**src/rtl/midori_masked_sbox_layer_ctrl_if.sv**
```systemverilog
// Signal bundle between the masked S-box layer controller, the round datapath
// and the shared pipelined masked S-box core.
interface midori_masked_sbox_layer_ctrl_if #(
  parameter int unsigned NNIB = 16
);
  localparam int unsigned SW = 4 * NNIB;

  logic          start;
  logic [SW-1:0] st_in1;
  logic [SW-1:0] st_in2;
  logic [SW-1:0] st_in3;
  logic [3:0]    sb_in1;
  logic [3:0]    sb_in2;
  logic [3:0]    sb_in3;
  logic [3:0]    sb_out1;
  logic [3:0]    sb_out2;
  logic [3:0]    sb_out3;
  logic [SW-1:0] st_out1;
  logic [SW-1:0] st_out2;
  logic [SW-1:0] st_out3;
  logic          busy;
  logic          done;

  modport master (
    input  start, st_in1, st_in2, st_in3, sb_out1, sb_out2, sb_out3,
    output sb_in1, sb_in2, sb_in3, st_out1, st_out2, st_out3, busy, done
  );

  modport slave (
    output start, st_in1, st_in2, st_in3, sb_out1, sb_out2, sb_out3,
    input  sb_in1, sb_in2, sb_in3, st_out1, st_out2, st_out3, busy, done
  );
endinterface

```
**src/rtl/midori_masked_sbox_layer_ctrl.sv**
```systemverilog
// Serialises a 3-share Midori state through an external pipelined masked S-box,
// one nibble per cycle, and reassembles the returned shares.
module midori_masked_sbox_layer_ctrl #(
  parameter int unsigned SBOX_LAT = 3,
  parameter int unsigned NNIB     = 16
) (
  input  logic                            clk,
  input  logic                            rst,
  midori_masked_sbox_layer_ctrl_if.master bus
);
  localparam int unsigned SW   = 4 * NNIB;
  localparam int unsigned CNTW = $clog2(NNIB) + 1;
  localparam int unsigned IDXW = (NNIB > 1) ? $clog2(NNIB) : 1;

  typedef enum logic [1:0] {IDLE, FEED, DRAIN, DONE} state_t;

  state_t              state_q, state_d;
  logic [CNTW-1:0]     rd_cnt, wr_cnt;
  logic [IDXW-1:0]     wr_idx;
  logic [SW-1:0]       sh1_q, sh2_q, sh3_q;
  logic [SW-1:0]       st_out1_q, st_out2_q, st_out3_q;
  logic [3:0]          sb_in1_q, sb_in2_q, sb_in3_q;
  logic [3:0]          sb_in1_d, sb_in2_d, sb_in3_d;
  logic [SBOX_LAT-1:0] vld_pipe;
  logic                busy_q, busy_d, done_q, done_d;
  logic                load_c, push_c, vld_out, feed_last, last_wr;

  assign vld_out   = vld_pipe[SBOX_LAT-1];
  assign feed_last = (rd_cnt == CNTW'(NNIB - 1));
  assign last_wr   = vld_out && (wr_cnt == CNTW'(NNIB - 1));
  assign wr_idx    = wr_cnt[IDXW-1:0];

  // State register
  always_ff @(posedge clk) begin
    if (rst) state_q <= IDLE;
    else     state_q <= state_d;
  end

  // Next-state logic; DRAIN leaves on the cycle the last nibble is written
  always_comb begin
    state_d = state_q;
    case (state_q)
      IDLE:    if (bus.start) state_d = FEED;
      FEED:    if (feed_last) state_d = DRAIN;
      DRAIN:   if (last_wr)   state_d = DONE;
      DONE:    state_d = IDLE;
      default: state_d = IDLE;
    endcase
  end

  // Next values of the registered outputs; nibble k+1 is loaded while nibble k is on the bus
  always_comb begin
    load_c   = 1'b0;
    push_c   = 1'b0;
    sb_in1_d = '0;
    sb_in2_d = '0;
    sb_in3_d = '0;
    busy_d   = (state_d != IDLE);
    done_d   = (state_d == DONE);
    case (state_q)
      IDLE: begin
        if (bus.start) begin
          load_c   = 1'b1;
          sb_in1_d = bus.st_in1[3:0];
          sb_in2_d = bus.st_in2[3:0];
          sb_in3_d = bus.st_in3[3:0];
        end
      end
      FEED: begin
        push_c = 1'b1;
        if (!feed_last) begin
          sb_in1_d = sh1_q[3:0];
          sb_in2_d = sh2_q[3:0];
          sb_in3_d = sh3_q[3:0];
        end
      end
      default: ;
    endcase
  end

  // Per-share datapath: each share keeps its own register and write path
  always_ff @(posedge clk) begin
    if (rst) begin
      sh1_q     <= '0;
      sh2_q     <= '0;
      sh3_q     <= '0;
      st_out1_q <= '0;
      st_out2_q <= '0;
      st_out3_q <= '0;
      sb_in1_q  <= '0;
      sb_in2_q  <= '0;
      sb_in3_q  <= '0;
      busy_q    <= 1'b0;
      done_q    <= 1'b0;
      rd_cnt    <= '0;
      wr_cnt    <= '0;
      vld_pipe  <= '0;
    end else begin
      sb_in1_q    <= sb_in1_d;
      sb_in2_q    <= sb_in2_d;
      sb_in3_q    <= sb_in3_d;
      busy_q      <= busy_d;
      done_q      <= done_d;
      vld_pipe[0] <= push_c;
      for (int i = 1; i < SBOX_LAT; i++) vld_pipe[i] <= vld_pipe[i-1];
      if (load_c) begin
        sh1_q  <= bus.st_in1 >> 4;
        sh2_q  <= bus.st_in2 >> 4;
        sh3_q  <= bus.st_in3 >> 4;
        rd_cnt <= '0;
        wr_cnt <= '0;
      end else begin
        if (state_q == FEED) begin
          sh1_q <= sh1_q >> 4;
          sh2_q <= sh2_q >> 4;
          sh3_q <= sh3_q >> 4;
          if (!feed_last) rd_cnt <= rd_cnt + CNTW'(1);
        end
        if (vld_out) begin
          st_out1_q[4*wr_idx +: 4] <= bus.sb_out1;
          st_out2_q[4*wr_idx +: 4] <= bus.sb_out2;
          st_out3_q[4*wr_idx +: 4] <= bus.sb_out3;
          wr_cnt                   <= wr_cnt + CNTW'(1);
        end
      end
    end
  end

  assign bus.sb_in1  = sb_in1_q;
  assign bus.sb_in2  = sb_in2_q;
  assign bus.sb_in3  = sb_in3_q;
  assign bus.st_out1 = st_out1_q;
  assign bus.st_out2 = st_out2_q;
  assign bus.st_out3 = st_out3_q;
  assign bus.busy    = busy_q;
  assign bus.done    = done_q;
endmodule

```
**src/flat_wrapper.sv**
```systemverilog
// flat-port wrapper written by rule: the top's interface ports become plain ports
module midori_masked_sbox_layer_ctrl_flat 
#(
  parameter int unsigned SBOX_LAT = 3,
  parameter int unsigned NNIB     = 16
)
  (clk, rst, bus_start, bus_st_in1, bus_st_in2, bus_st_in3, bus_sb_out1, bus_sb_out2, bus_sb_out3, bus_sb_in1, bus_sb_in2, bus_sb_in3, bus_st_out1, bus_st_out2, bus_st_out3, bus_busy, bus_done);
  midori_masked_sbox_layer_ctrl_if #(.NNIB(NNIB)) bus_i ();
  input  logic clk;
  input  logic rst;
  input wire logic [$bits(bus_i.start)-1:0] bus_start;
  input wire logic [$bits(bus_i.st_in1)-1:0] bus_st_in1;
  input wire logic [$bits(bus_i.st_in2)-1:0] bus_st_in2;
  input wire logic [$bits(bus_i.st_in3)-1:0] bus_st_in3;
  input wire logic [$bits(bus_i.sb_out1)-1:0] bus_sb_out1;
  input wire logic [$bits(bus_i.sb_out2)-1:0] bus_sb_out2;
  input wire logic [$bits(bus_i.sb_out3)-1:0] bus_sb_out3;
  output wire logic [$bits(bus_i.sb_in1)-1:0] bus_sb_in1;
  output wire logic [$bits(bus_i.sb_in2)-1:0] bus_sb_in2;
  output wire logic [$bits(bus_i.sb_in3)-1:0] bus_sb_in3;
  output wire logic [$bits(bus_i.st_out1)-1:0] bus_st_out1;
  output wire logic [$bits(bus_i.st_out2)-1:0] bus_st_out2;
  output wire logic [$bits(bus_i.st_out3)-1:0] bus_st_out3;
  output wire logic [$bits(bus_i.busy)-1:0] bus_busy;
  output wire logic [$bits(bus_i.done)-1:0] bus_done;
  assign bus_i.start = bus_start;
  assign bus_i.st_in1 = bus_st_in1;
  assign bus_i.st_in2 = bus_st_in2;
  assign bus_i.st_in3 = bus_st_in3;
  assign bus_i.sb_out1 = bus_sb_out1;
  assign bus_i.sb_out2 = bus_sb_out2;
  assign bus_i.sb_out3 = bus_sb_out3;
  assign bus_sb_in1 = bus_i.sb_in1;
  assign bus_sb_in2 = bus_i.sb_in2;
  assign bus_sb_in3 = bus_i.sb_in3;
  assign bus_st_out1 = bus_i.st_out1;
  assign bus_st_out2 = bus_i.st_out2;
  assign bus_st_out3 = bus_i.st_out3;
  assign bus_busy = bus_i.busy;
  assign bus_done = bus_i.done;
  midori_masked_sbox_layer_ctrl #(.SBOX_LAT(SBOX_LAT), .NNIB(NNIB)) u_core (.clk(clk), .rst(rst), .bus(bus_i));
endmodule
```
**config.mk**
```make
export PLATFORM = sky130hd
export DESIGN_NAME = midori_masked_sbox_layer_ctrl_flat
export DESIGN_NICKNAME = d
export VERILOG_FILES = /design/src/rtl/midori_masked_sbox_layer_ctrl_if.sv /design/src/rtl/midori_masked_sbox_layer_ctrl.sv /design/src/flat_wrapper.sv
export SDC_FILE = /design/constraint.sdc
export NUM_CORES = 1
export LEC_CHECK = 0
export CAP_MARGIN = 40
export CORE_ASPECT_RATIO = 1.25
export CORE_MARGIN = 1.5
export CORE_UTILIZATION = 49
export DETAILED_ROUTE_END_ITERATION = 12
export PLACE_DENSITY = 0.91
export SLEW_MARGIN = 20
export SYNTH_ARGS = -nofsm -noshare
export SYNTH_HDL_FRONTEND = slang
export SYNTH_SLANG_ARGS = --single-unit
export TNS_END_PERCENT = 30
```
**constraint.sdc**
```tcl
create_clock -name clk -period 2.6 [get_ports clk]
set_input_delay 0.52 -clock clk [delete_from_list [all_inputs] [get_ports clk]]
set_output_delay 0.52 -clock clk [all_outputs]
set_load 0.005 [all_outputs]
```
==> results.sh <==
export IMPL_grt_setup_unrepaired="false"
export IMPL_hold_path_class="in2reg"
export IMPL_clkPwrFrac=0.438
export IMPL_sequential_fraction_of_the_synthesis_area=0.496
export IMPL_combinationalPowerShare=0.089
export IMPL_grt_start_max_net_pins=147
export IMPL_max_clock_path_buffers=3
export IMPL_worst_slew_pin_transition_ps=852
export IMPL_number_of_synthesized_flops_with_an_enable_pin=0
export IMPL_crit_path_start_kind="register"
export IMPL_dieHeight_um=206
export IMPL_layout_min_cycle_time_ps=2460
export IMPL_layoutNonFillerInstCount=2605
export IMPL_drc=0
export IMPL_cts_reportedPaths_clkPinSlew_ps=60
export IMPL_top_count_cell_post_synth="sky130_fd_sc_hd__dfxtp_1"
export IMPL_critPathKind="reg2reg"
export IMPL_drt_pass1_iter_count=7
export IMPL_cts_root_buf="sky130_fd_sc_hd__clkbuf_16"
export IMPL_synthDominantAreaCellType="sky130_fd_sc_hd__dfxtp_1"
export IMPL_antenna_found_initial=2
export IMPL_dp_final_hpwl_um=36600
export IMPL_powerDensity_mw_per_mm2=618
export IMPL_route_final_wire_length_um=53200
export IMPL_number_of_storage_elements_in_the_synthesis_netlist=401
export IMPL_async_flop_share=0
export IMPL_synth_lib_cells_used_distinct=53
export IMPL_share_of_yosys_cell_area_claimed_by_the_top_area_cell_type=0.496
export IMPL_dieArea_mm2=0.0342
export IMPL_netlist_area_mm2=0.0162
export IMPL_critical_path_top_delay_family="simple AND/OR/NAND/NOR gates"
export IMPL_via_count_of_the_first_global_routing_pass=15100
export IMPL_seq_power_share=0.473
export IMPL_synth_top_cells_by_count="401 x sky130_fd_sc_hd__dfxtp_1, 226 x sky130_fd_sc_hd__o21ai_0, 182 x sky130_fd_sc_hd__a22oi_1"
export IMPL_post_synth_main_area_contributors="sky130_fd_sc_hd__dfxtp_1 50%, sky130_fd_sc_hd__a22oi_1 8.4%, sky130_fd_sc_hd__o21ai_0 7.0%"
export IMPL_ir_worst_vdd_v=0.000585
export IMPL_postSynthCellCount=1807
export IMPL_setup_violations_final=0
export IMPL_yosys_most_used_dff="sky130_fd_sc_hd__dfxtp_1"
export IMPL_status="finished, final reports clean"
export IMPL_max_freq_mhz=406
export IMPL_ant_nets=0
export IMPL_antenna_diode_count=0
export IMPL_synth_fp_nets=2020
export IMPL_wl_per_instance_um=20.4
export IMPL_fp_coreArea_mm2=0.0326
export IMPL_finalCritPeriodShare=0.946
export IMPL_maxSlewViolCount=0
export IMPL_die_width_um=166
export IMPL_port_buffers=412
export IMPL_vias_per_cell=5.90
export IMPL_worst_ep_arrival_time_ps=2910
export IMPL_grt_pass1_wl_um=81000
export IMPL_clock_insertion_delay_worst_skew_ps=540
export IMPL_timing_critical_path_to_type="register"
export IMPL_final_util=0.683
export IMPL_flow_area_growth_from_synthesis_pct=37.4
export IMPL_drive_above_1_share=0.0713
export IMPL_fp_row_count=74
export IMPL_switching_share=0.232
export IMPL_timing_critical_path_cells="nor3_1, ha_1, buf_4, o21ba_2, and2_1, buf_12, mux2i_1"
export IMPL_timing_max_slew_rel_slack=0.430
export IMPL_timing_final_hold_violations=0
export IMPL_switchingPower_mw=3.19
export IMPL_final_net_count=2371
export IMPL_number_of_clock_buffers_inserted_by_tritoncts=40
export IMPL_synth_avg_cell_area_um2=8.96
export IMPL_grtUsageTotal=0.302
export IMPL_max_stage_delay_ps=430
export IMPL_drt_initial_drc_count=1336
export IMPL_cp_max_fo=13
export IMPL_place_inst=2534
export IMPL_fillers=2345
export IMPL_drv_cap=0
export IMPL_cts_tree="yes"
export IMPL_cts_repair_timing_setup_buffer_count=0
export IMPL_overflow=0
export IMPL_design_portCount=413
export IMPL_clock_sinks=401
export IMPL_slowest_cp_cell="sky130_fd_sc_hd__o21ba_2"
export IMPL_yosysWarningCount=0
export IMPL_ctsResizeCount=0
export IMPL_htree_levels=2
export IMPL_initial_utilization=0.497
export IMPL_power_report_internal_total_mw=10.6
export IMPL_worstPathRequired_ps=3040
export IMPL_timing_critical_path_buf_inv=2
export IMPL_routability_congestion=0.906
export IMPL_worst_clock_skew_ps=20.7
export IMPL_cellLeakagePower_nw=8.01
export IMPL_cts_hold_buffers=0
export IMPL_route_vias_total=15400
registers in the layout, summed over array words and instances (netlist names):
name,cells
u_core.bus.st_out1,64
u_core.bus.st_out2,64
u_core.bus.st_out3,64
u_core.sh1_q,60
u_core.sh2_q,60
u_core.sh3_q,60
u_core.rd_cnt,5
u_core.wr_cnt,5
u_core.bus.sb_in1,4
u_core.bus.sb_in2,4
u_core.bus.sb_in3,4
u_core.vld_pipe,3
u_core.state_q,2
u_core.bus.busy,1
u_core.bus.done,1
cells in the final DEF (no fill, tap or decap), types with 4 or more instances in the layout:
cell,synthesis,final
sky130_fd_sc_hd__clkbuf_16,0,41
sky130_fd_sc_hd__nand2b_1,149,149
sky130_fd_sc_hd__clkinv_2,0,4
sky130_fd_sc_hd__a22oi_1,182,182
sky130_fd_sc_hd__nor2_1,62,61
sky130_fd_sc_hd__and3_1,6,6
sky130_fd_sc_hd__clkbuf_8,0,10
sky130_fd_sc_hd__a22o_1,12,12
sky130_fd_sc_hd__xnor2_1,4,4
sky130_fd_sc_hd__o22ai_1,10,10
sky130_fd_sc_hd__nor2b_1,23,23
sky130_fd_sc_hd__dfxtp_1,401,401
sky130_fd_sc_hd__clkdlybuf4s50_1,0,411
sky130_fd_sc_hd__nand3_1,93,93
sky130_fd_sc_hd__o21ai_1,6,7
sky130_fd_sc_hd__ha_1,6,6
sky130_fd_sc_hd__nor3b_1,6,5
sky130_fd_sc_hd__inv_1,8,8
sky130_fd_sc_hd__buf_4,5,61
sky130_fd_sc_hd__o21ai_0,226,225
sky130_fd_sc_hd__nor3_1,16,16
sky130_fd_sc_hd__clkbuf_1,122,8
sky130_fd_sc_hd__buf_12,0,15
sky130_fd_sc_hd__a21oi_1,52,52
sky130_fd_sc_hd__bufinv_16,0,4
sky130_fd_sc_hd__mux2i_1,107,107
sky130_fd_sc_hd__xor2_1,4,4
sky130_fd_sc_hd__nand2_1,173,173
sky130_fd_sc_hd__nand4_1,43,43
path summary, 6_finish.rpt:
| kind | cells past startpoint | slack [ps] | to | startpoint |
|---|---|---|---|---|
| max | 7 | 140 | u_core.bus.st_out3[59] | u_core.wr_cnt[1] |
| max reg2reg | 7 | 140 | u_core.bus.st_out3[59] | u_core.wr_cnt[1] |
| min reg2reg | 1 | 440 | u_core.vld_pipe[1] | u_core.vld_pipe[0] |
| min | 2 | 330 | u_core.vld_pipe[1] | rst |
routing by layer:
layer	global-route usage	share of wire	vias to the layer above	wire length (µm)
li1	-	-	7086	-
met1	0.329	0.35	7249	18800
met2	0.503	0.48	805	25400
met3	0.0843	0.095	219	5070
met4	0.210	0.074	2	3930
met5	0	0.00024	-	13
kinds of logic (layout without fill, tap and decap cells):
family | after synthesis | in the layout | synth area share
and+or+nand+nor | 596 | 596 | 0.189
AOI/OAI and AO/OA | 500 | 500 | 0.190
DFF | 401 | 401 | 0.496
buffers and inverters | 187 | 567 | 0.0491
muxes | 109 | 109 | 0.0675
xor gates and xnor gates | 8 | 8 | 0.00433
adders and majority gates | 6 | 6 | 0.00464
per-stage QoR:
step / hold slack (ps) / setup TNS (ps) / setup WS [ps] / instance area (µm²) / power [mW]
after global routing: 316 / 0 / 27.4 / 22300 / 14.2
after floorplan: 414 / 0 / 440 / 16200 / 7.20
after CTS: 290 / 0 / 135 / 22300 / 13.8
after detailed placement: 431 / -5700 / -119 / 20900 / 7.83
after global placement: 427 / -10.5 / -6.76 / 20900 / 7.78
final: 325 / 0 / 139 / 22300 / 13.7
power groups by stage:
stage / clock network (mW) / logic (mW) / registers, mW
after floorplan: 0 / 0.617 / 6.58
after global placement: 0 / 1.16 / 6.62
after detailed placement: 0 / 1.21 / 6.62
after CTS: 6.10 / 1.21 / 6.50
after global routing: 6.33 / 1.32 / 6.52
final: 6.03 / 1.22 / 6.50
final cells by class:
cell class	instances	area (µm²)	area share
Inverter	8	30.0	0.00135
Timing Repair Buffer	488	4890	0.220
Multi-Input combinational cell	1219	7420	0.333
Clock inverter	12	173	0.00776
Sequential cell	401	8030	0.361
Tap cell	418	523	0.0235
Clock buffer	59	1190	0.0536
(Power assumes the default switching activity.)
